===== src/rtl/sys_defs.sv =====
// rtl/sys_defs.sv - shared store buffer types, sizes and helpers
// Entry layout, memory size codes and drain states used by store_buffer and sb_fwd_match.
`ifndef SB_DEPTH
`define SB_DEPTH 4
`endif

package sys_defs;

  localparam int SYS_XLEN = 32;

  typedef enum logic [1:0] {
    BYTE = 2'd0,
    HALF = 2'd1,
    WORD = 2'd2
  } MEM_SIZE;

  typedef struct packed {
    logic                valid;
    logic [SYS_XLEN-1:0] addr;
    logic [SYS_XLEN-1:0] data;
    MEM_SIZE             size;
  } SB_ENTRY;

  typedef enum logic {
    SB_IDLE,
    SB_REQ
  } SB_STATE;

  // Code 3 is unused by the pipeline; treat it as a full word.
  function automatic logic [2:0] size_bytes(input logic [1:0] size);
    case (size)
      2'd0:    size_bytes = 3'd1;
      2'd1:    size_bytes = 3'd2;
      default: size_bytes = 3'd4;
    endcase
  endfunction

endpackage


===== src/rtl/sb_fwd_match.sv =====
// rtl/sb_fwd_match.sv - overlap/coverage test and byte shift for one store entry
// Purely combinational; the parent picks the youngest overlapping entry.
module sb_fwd_match
  import sys_defs::*;
#(
  parameter int XLEN = SYS_XLEN
) (
  input  logic            valid,
  input  logic [XLEN-1:0] st_addr,
  input  logic [XLEN-1:0] st_data,
  input  logic [1:0]      st_size,
  input  logic [XLEN-1:0] ld_addr,
  input  logic [1:0]      ld_size,
  output logic            overlap,
  output logic            covers,
  output logic [XLEN-1:0] data
);

  logic [XLEN:0]   st_lo, ld_lo, st_hi, ld_hi;
  logic [1:0]      offset;
  logic [XLEN-1:0] shifted, mask;

  // One extra bit keeps range ends near the top of the address space from wrapping.
  assign st_lo = {1'b0, st_addr};
  assign ld_lo = {1'b0, ld_addr};
  assign st_hi = st_lo + (XLEN+1)'(size_bytes(st_size));
  assign ld_hi = ld_lo + (XLEN+1)'(size_bytes(ld_size));

  assign overlap = valid && (st_lo < ld_hi) && (ld_lo < st_hi);
  assign covers  = overlap && (st_lo <= ld_lo) && (ld_hi <= st_hi);

  // Covered loads start at most three bytes into the store, so two bits suffice.
  assign offset  = ld_addr[1:0] - st_addr[1:0];
  assign shifted = st_data >> {offset, 3'b000};

  always_comb begin
    case (ld_size)
      2'd0:    mask = XLEN'(8'hFF);
      2'd1:    mask = XLEN'(16'hFFFF);
      default: mask = '1;
    endcase
  end

  assign data = shifted & mask;

endmodule


===== src/rtl/store_buffer.sv =====
// rtl/store_buffer.sv - post-retirement store queue with memory drain and load forwarding
// Circular buffer drained one store per grant; forwarding resolves youngest-first.
module store_buffer
  import sys_defs::*;
#(
  parameter int SB_DEPTH = `SB_DEPTH,
  parameter int XLEN     = SYS_XLEN
) (
  input  logic            clock,
  input  logic            reset,
  input  logic            rt_st_valid,
  input  logic [XLEN-1:0] rt_st_addr,
  input  logic [XLEN-1:0] rt_st_data,
  input  logic [1:0]      rt_st_size,
  output logic            sb_full,
  output logic            sb_empty,
  output logic            mem_req,
  output logic [XLEN-1:0] mem_addr,
  output logic [XLEN-1:0] mem_data,
  output logic [1:0]      mem_size,
  input  logic            mem_gnt,
  input  logic            ld_valid,
  input  logic [XLEN-1:0] ld_addr,
  input  logic [1:0]      ld_size,
  output logic            fwd_hit,
  output logic [XLEN-1:0] fwd_data,
  output logic            fwd_stall
);

  localparam int IW = $clog2(SB_DEPTH);

  SB_ENTRY           entries [SB_DEPTH];
  logic    [IW:0]    head, tail, count;
  logic    [IW-1:0]  head_idx, tail_idx;
  SB_STATE           state, state_next;
  logic              push, pop;

  assign count    = tail - head;
  assign head_idx = head[IW-1:0];
  assign tail_idx = tail[IW-1:0];
  assign sb_full  = (count == (IW+1)'(SB_DEPTH));
  assign sb_empty = (count == '0);
  assign push     = rt_st_valid && !sb_full;
  assign pop      = (state == SB_REQ) && mem_gnt;

  always_ff @(posedge clock or negedge reset) begin
    if (!reset) begin
      head  <= '0;
      tail  <= '0;
      state <= SB_IDLE;
      for (int i = 0; i < SB_DEPTH; i++) entries[i] <= '0;
    end else begin
      state <= state_next;
      if (pop) begin
        entries[head_idx].valid <= 1'b0;
        head <= head + 1'b1;
      end
      if (push) begin
        entries[tail_idx] <= '{valid: 1'b1, addr: rt_st_addr, data: rt_st_data,
                               size: MEM_SIZE'(rt_st_size)};
        tail <= tail + 1'b1;
      end
    end
  end

  always_comb begin
    state_next = state;
    mem_req    = 1'b0;
    case (state)
      SB_IDLE: if (!sb_empty) state_next = SB_REQ;
      SB_REQ: begin
        mem_req = 1'b1;
        if (mem_gnt && count <= (IW+1)'(1)) state_next = SB_IDLE;
      end
      default: state_next = SB_IDLE;
    endcase
  end

  assign mem_addr = entries[head_idx].addr;
  assign mem_data = entries[head_idx].data;
  assign mem_size = entries[head_idx].size;

  logic [SB_DEPTH-1:0] ov, cv;
  logic [XLEN-1:0]     fd [SB_DEPTH];

  for (genvar g = 0; g < SB_DEPTH; g++) begin : g_match
    sb_fwd_match #(.XLEN(XLEN)) u_match (
      .valid   (entries[g].valid),
      .st_addr (entries[g].addr),
      .st_data (entries[g].data),
      .st_size (entries[g].size),
      .ld_addr (ld_addr),
      .ld_size (ld_size),
      .overlap (ov[g]),
      .covers  (cv[g]),
      .data    (fd[g])
    );
  end

  logic            sel_ov, sel_cv;
  logic [XLEN-1:0] sel_data;
  logic [IW-1:0]   idx;

  // Walk oldest to youngest so the youngest overlapping entry wins.
  always_comb begin
    sel_ov   = 1'b0;
    sel_cv   = 1'b0;
    sel_data = '0;
    idx      = head_idx;
    for (int k = 0; k < SB_DEPTH; k++) begin
      idx = head_idx + IW'(k);
      if (ov[idx]) begin
        sel_ov   = 1'b1;
        sel_cv   = cv[idx];
        sel_data = fd[idx];
      end
    end
    fwd_hit   = ld_valid && sel_ov && sel_cv;
    fwd_stall = ld_valid && sel_ov && !sel_cv;
    fwd_data  = fwd_hit ? sel_data : '0;
  end

endmodule


===== config.mk =====
export PLATFORM = sky130hd
export DESIGN_NAME = store_buffer
export DESIGN_NICKNAME = d
export VERILOG_FILES = /design/src/rtl/sys_defs.sv /design/src/rtl/sb_fwd_match.sv /design/src/rtl/store_buffer.sv
export SDC_FILE = /design/constraint.sdc
export NUM_CORES = 2
export LEC_CHECK = 0
export ABC_AREA = 1
export CELL_PAD_IN_SITES_DETAIL_PLACEMENT = 0
export CELL_PAD_IN_SITES_GLOBAL_PLACEMENT = 1
export CORE_MARGIN = 3
export CORE_UTILIZATION = 45
export CTS_CLUSTER_DIAMETER = 60
export CTS_CLUSTER_SIZE = 8
export DETAILED_ROUTE_END_ITERATION = 8
export GPL_ROUTABILITY_DRIVEN = 0
export PLACE_DENSITY = 0.92
export SETUP_SLACK_MARGIN = 0.2
export SYNTH_ARGS = -nofsm -noshare
export SYNTH_HDL_FRONTEND = slang
export SYNTH_SLANG_ARGS = --single-unit

===== constraint.sdc =====
create_clock -name clock -period 21.4 [get_ports clock]
set_clock_uncertainty 0.05 [all_clocks]
set_input_delay 6.42 -clock clock [delete_from_list [all_inputs] [get_ports clock]]
set_output_delay 6.42 -clock clock [all_outputs]
set_load 0.005 [all_outputs]

==> flow_metrics.tcl <==
set metrics [dict create \
    status "completed" \
    die_w_um 283 \
    cts_tree "done" \
    setup_viol 0 \
    syn_nets 6007 \
    num_vias 36900 \
    wl_per_cell_um 20.9 \
    drtAntennaViolNets 0 \
    grt_max_degree 137 \
    grt_pass1_wl_mm 204 \
    placed_area_sq_mm 0.0372 \
    min_period_ns 20.40 \
    rows 100 \
    core-area_sq_mm 0.0752 \
    stdcell_area_sq_mm 0.0385 \
    layout-drive-gt1-share_pct 3.41 \
    ys_ff_latch 275 \
    start_util_pct 45.9 \
    ys_top_cells_by_area "dfrtp_1 20%, ha_1 19%, nand2_1 18%, o21ai_0 10%, inv_1 5.8%" \
    synthArstFlopShare_pct 100 \
    cts_buffers 43 \
    crit_required_ns 14.93 \
    grt_pass1_vias 32800 \
    num-nets-final 6061 \
    synth_area_sq_mm 0.0345 \
    slew_headroom_pct 19.6 \
    cp_slowest_cell "buf_4" \
    postCtsSetupBuffers 0 \
    final_hold_viol_count 0 \
    post_cts_resized 0 \
    rsz0062_at_grt "no" \
    io_pins 208 \
    critPathLaunchType "primary input" \
    drt_iter0_drc 4694 \
    dieArea_sq_mm 0.0801 \
    yosysWarnings 0 \
    hold_buffers 0 \
    numPortBuffers 207 \
    die_y_um 283 \
    rrSetupSlack_ns 16.23 \
    clk_pin_slew_ns 0.05 \
    max-cap-violations 0 \
    grt-ovfl-total 0 \
    drv_slew 0 \
    drc_errors 0 \
    synth_cells 5360 \
    vdd_ir_drop_max_mv 0.174 \
    synth_area_leader_cell "dfrtp_1" \
    cts.sink_count 275 \
    htree_levels 2 \
    first_pass_iters 6 \
    crit_type "primary input to primary output" \
    arrival_ns 13.93 \
    cts.path.max_buffers 3 \
    synth_top_area_share_pct 19.9 \
    synth-edff-count 0 \
    insertedDiodeCount 0 \
    root_buffer "clkbuf_16" \
    finalSetupTns_ns 0 \
    vias_per_cell 5.72 \
    synth-main-ff-cell "dfrtp_1" \
    syn_area_per_cell_sq_um 6.44 \
    routed_wl_mm 135 \
    end_kind "primary output" \
    total_leakage_power_nw 18.7 \
    synthDistinctLibCells 57 \
    clk_latency_ns 0.57 \
    antenna_found_initial 4 \
    powerDensity_mw_per_mm2 176 \
    crit_top_cell "nand2_1" \
    dp_hpwl_mm 105 \
    yosys-top-cells-count "1627 x nand2_1, 695 x o21ai_0, 536 x ha_1, 531 x inv_1, 427 x nor2_1" \
    synth.yosys.seq_area_share_pct 19.9 \
    holdCritPathClass "flop to flop" \
    grt_use_total_pct 32.5 \
    max_clock_freq_ghz 0.0490 \
    cp_max_fo 33 \
    area_delta_synth_final_pct 11.4 \
    period_share_pct 95.3 \
    holdWs_ns 0.441 \
    slowest_delay_ns 0.66 \
    yosysMostFrequentCell "nand2_1" \
    tightest_slew_ns 1.21 \
]
[where the power goes]
part	internal (mW)	switching (mW)	leakage, nW
Sequential	0.761	0.561	3.44
Clock	0.400	0.251	0.615
Combinational	1.68	3.11	14.6
[worst max-delay path, delay by kind of cell]
kind          cells  cell delay, ns
buf+inv           6            2.16
fa+ha+maj         2            0.58
simple gates     28            4.27
xor+xnor          1            0.45
[per-layer routing]
layer / global-route usage [%] / vias to the layer above / wire length (um)
li1: - / 17900 / -
met1: 47.5 / 16700 / 59200
met2: 46.4 / 1998 / 53700
met3: 8.08 / 274 / 16700
met4: 10.6 / 8 / 5190
met5: 0 / - / 57
[sequential cells by signal, summed over array words and instances (netlist names)]
signal / count
entries: 268
head: 3
tail: 3
state: 1
[metrics by stage]
stage	std cells	setup slack (ns)	total power, mW	utilization [%]
after floorplan	5360	4.01	4.20	-
after global placement	6389	1.43	5.89	49.5
after detailed placement	6389	1.20	5.98	49.5
after CTS	6444	1.17	6.65	51.2
after global routing	6444	0.431	7.37	51.2
final	6444	1.00	6.76	51.2
[cell usage in the layout (no fill, tap or decap), drive strengths merged, types with 96 or more instances in the layout]
cell / n
xor2: 96
o21ai: 699
nand3: 142
ha: 536
clkdlybuf4s50: 206
a21oi: 275
nor2: 466
nand2: 1642
dfrtp: 275
inv: 547
[path summary, 6_finish.rpt]
path                                  from           end  cells past startpoint
worst max-delay path            ld_size[1]   fwd_data[0]                     37
worst min-delay path               tail[2]       tail[2]                      1
worst max register to register     head[0]  entries[219]                     14
worst min register to register     tail[2]       tail[2]                      1
max in group asynchronous            reset  entries[239]                      3
min in group asynchronous            reset       head[1]                      1
[kinds of logic (layout without fill, tap and decap cells)]
kind of cell	Yosys count	count (layout)	share of synthesized area (%)
and+or+nand+nor	2456	2456	29.8
DFF	275	275	19.9
buffers and inverters	771	835	8.63
muxes	8	8	0.232
adders and majority gates	542	542	19.8
xor gates and xnor gates	125	125	3.17
AOI/OAI and AO/OA	1183	1183	18.4
[layout make-up]
type	instances	area [sq um]
Sequential cell	275	6890
Fill cell	7617	36700
Inverter	546	2060
Timing Repair Buffer	234	2290
Clock buffer	47	1100
Tap cell	1020	1280
Multi-Input combinational cell	4314	24700
Clock inverter	8	156
Power figures use the tool's default switching activity.
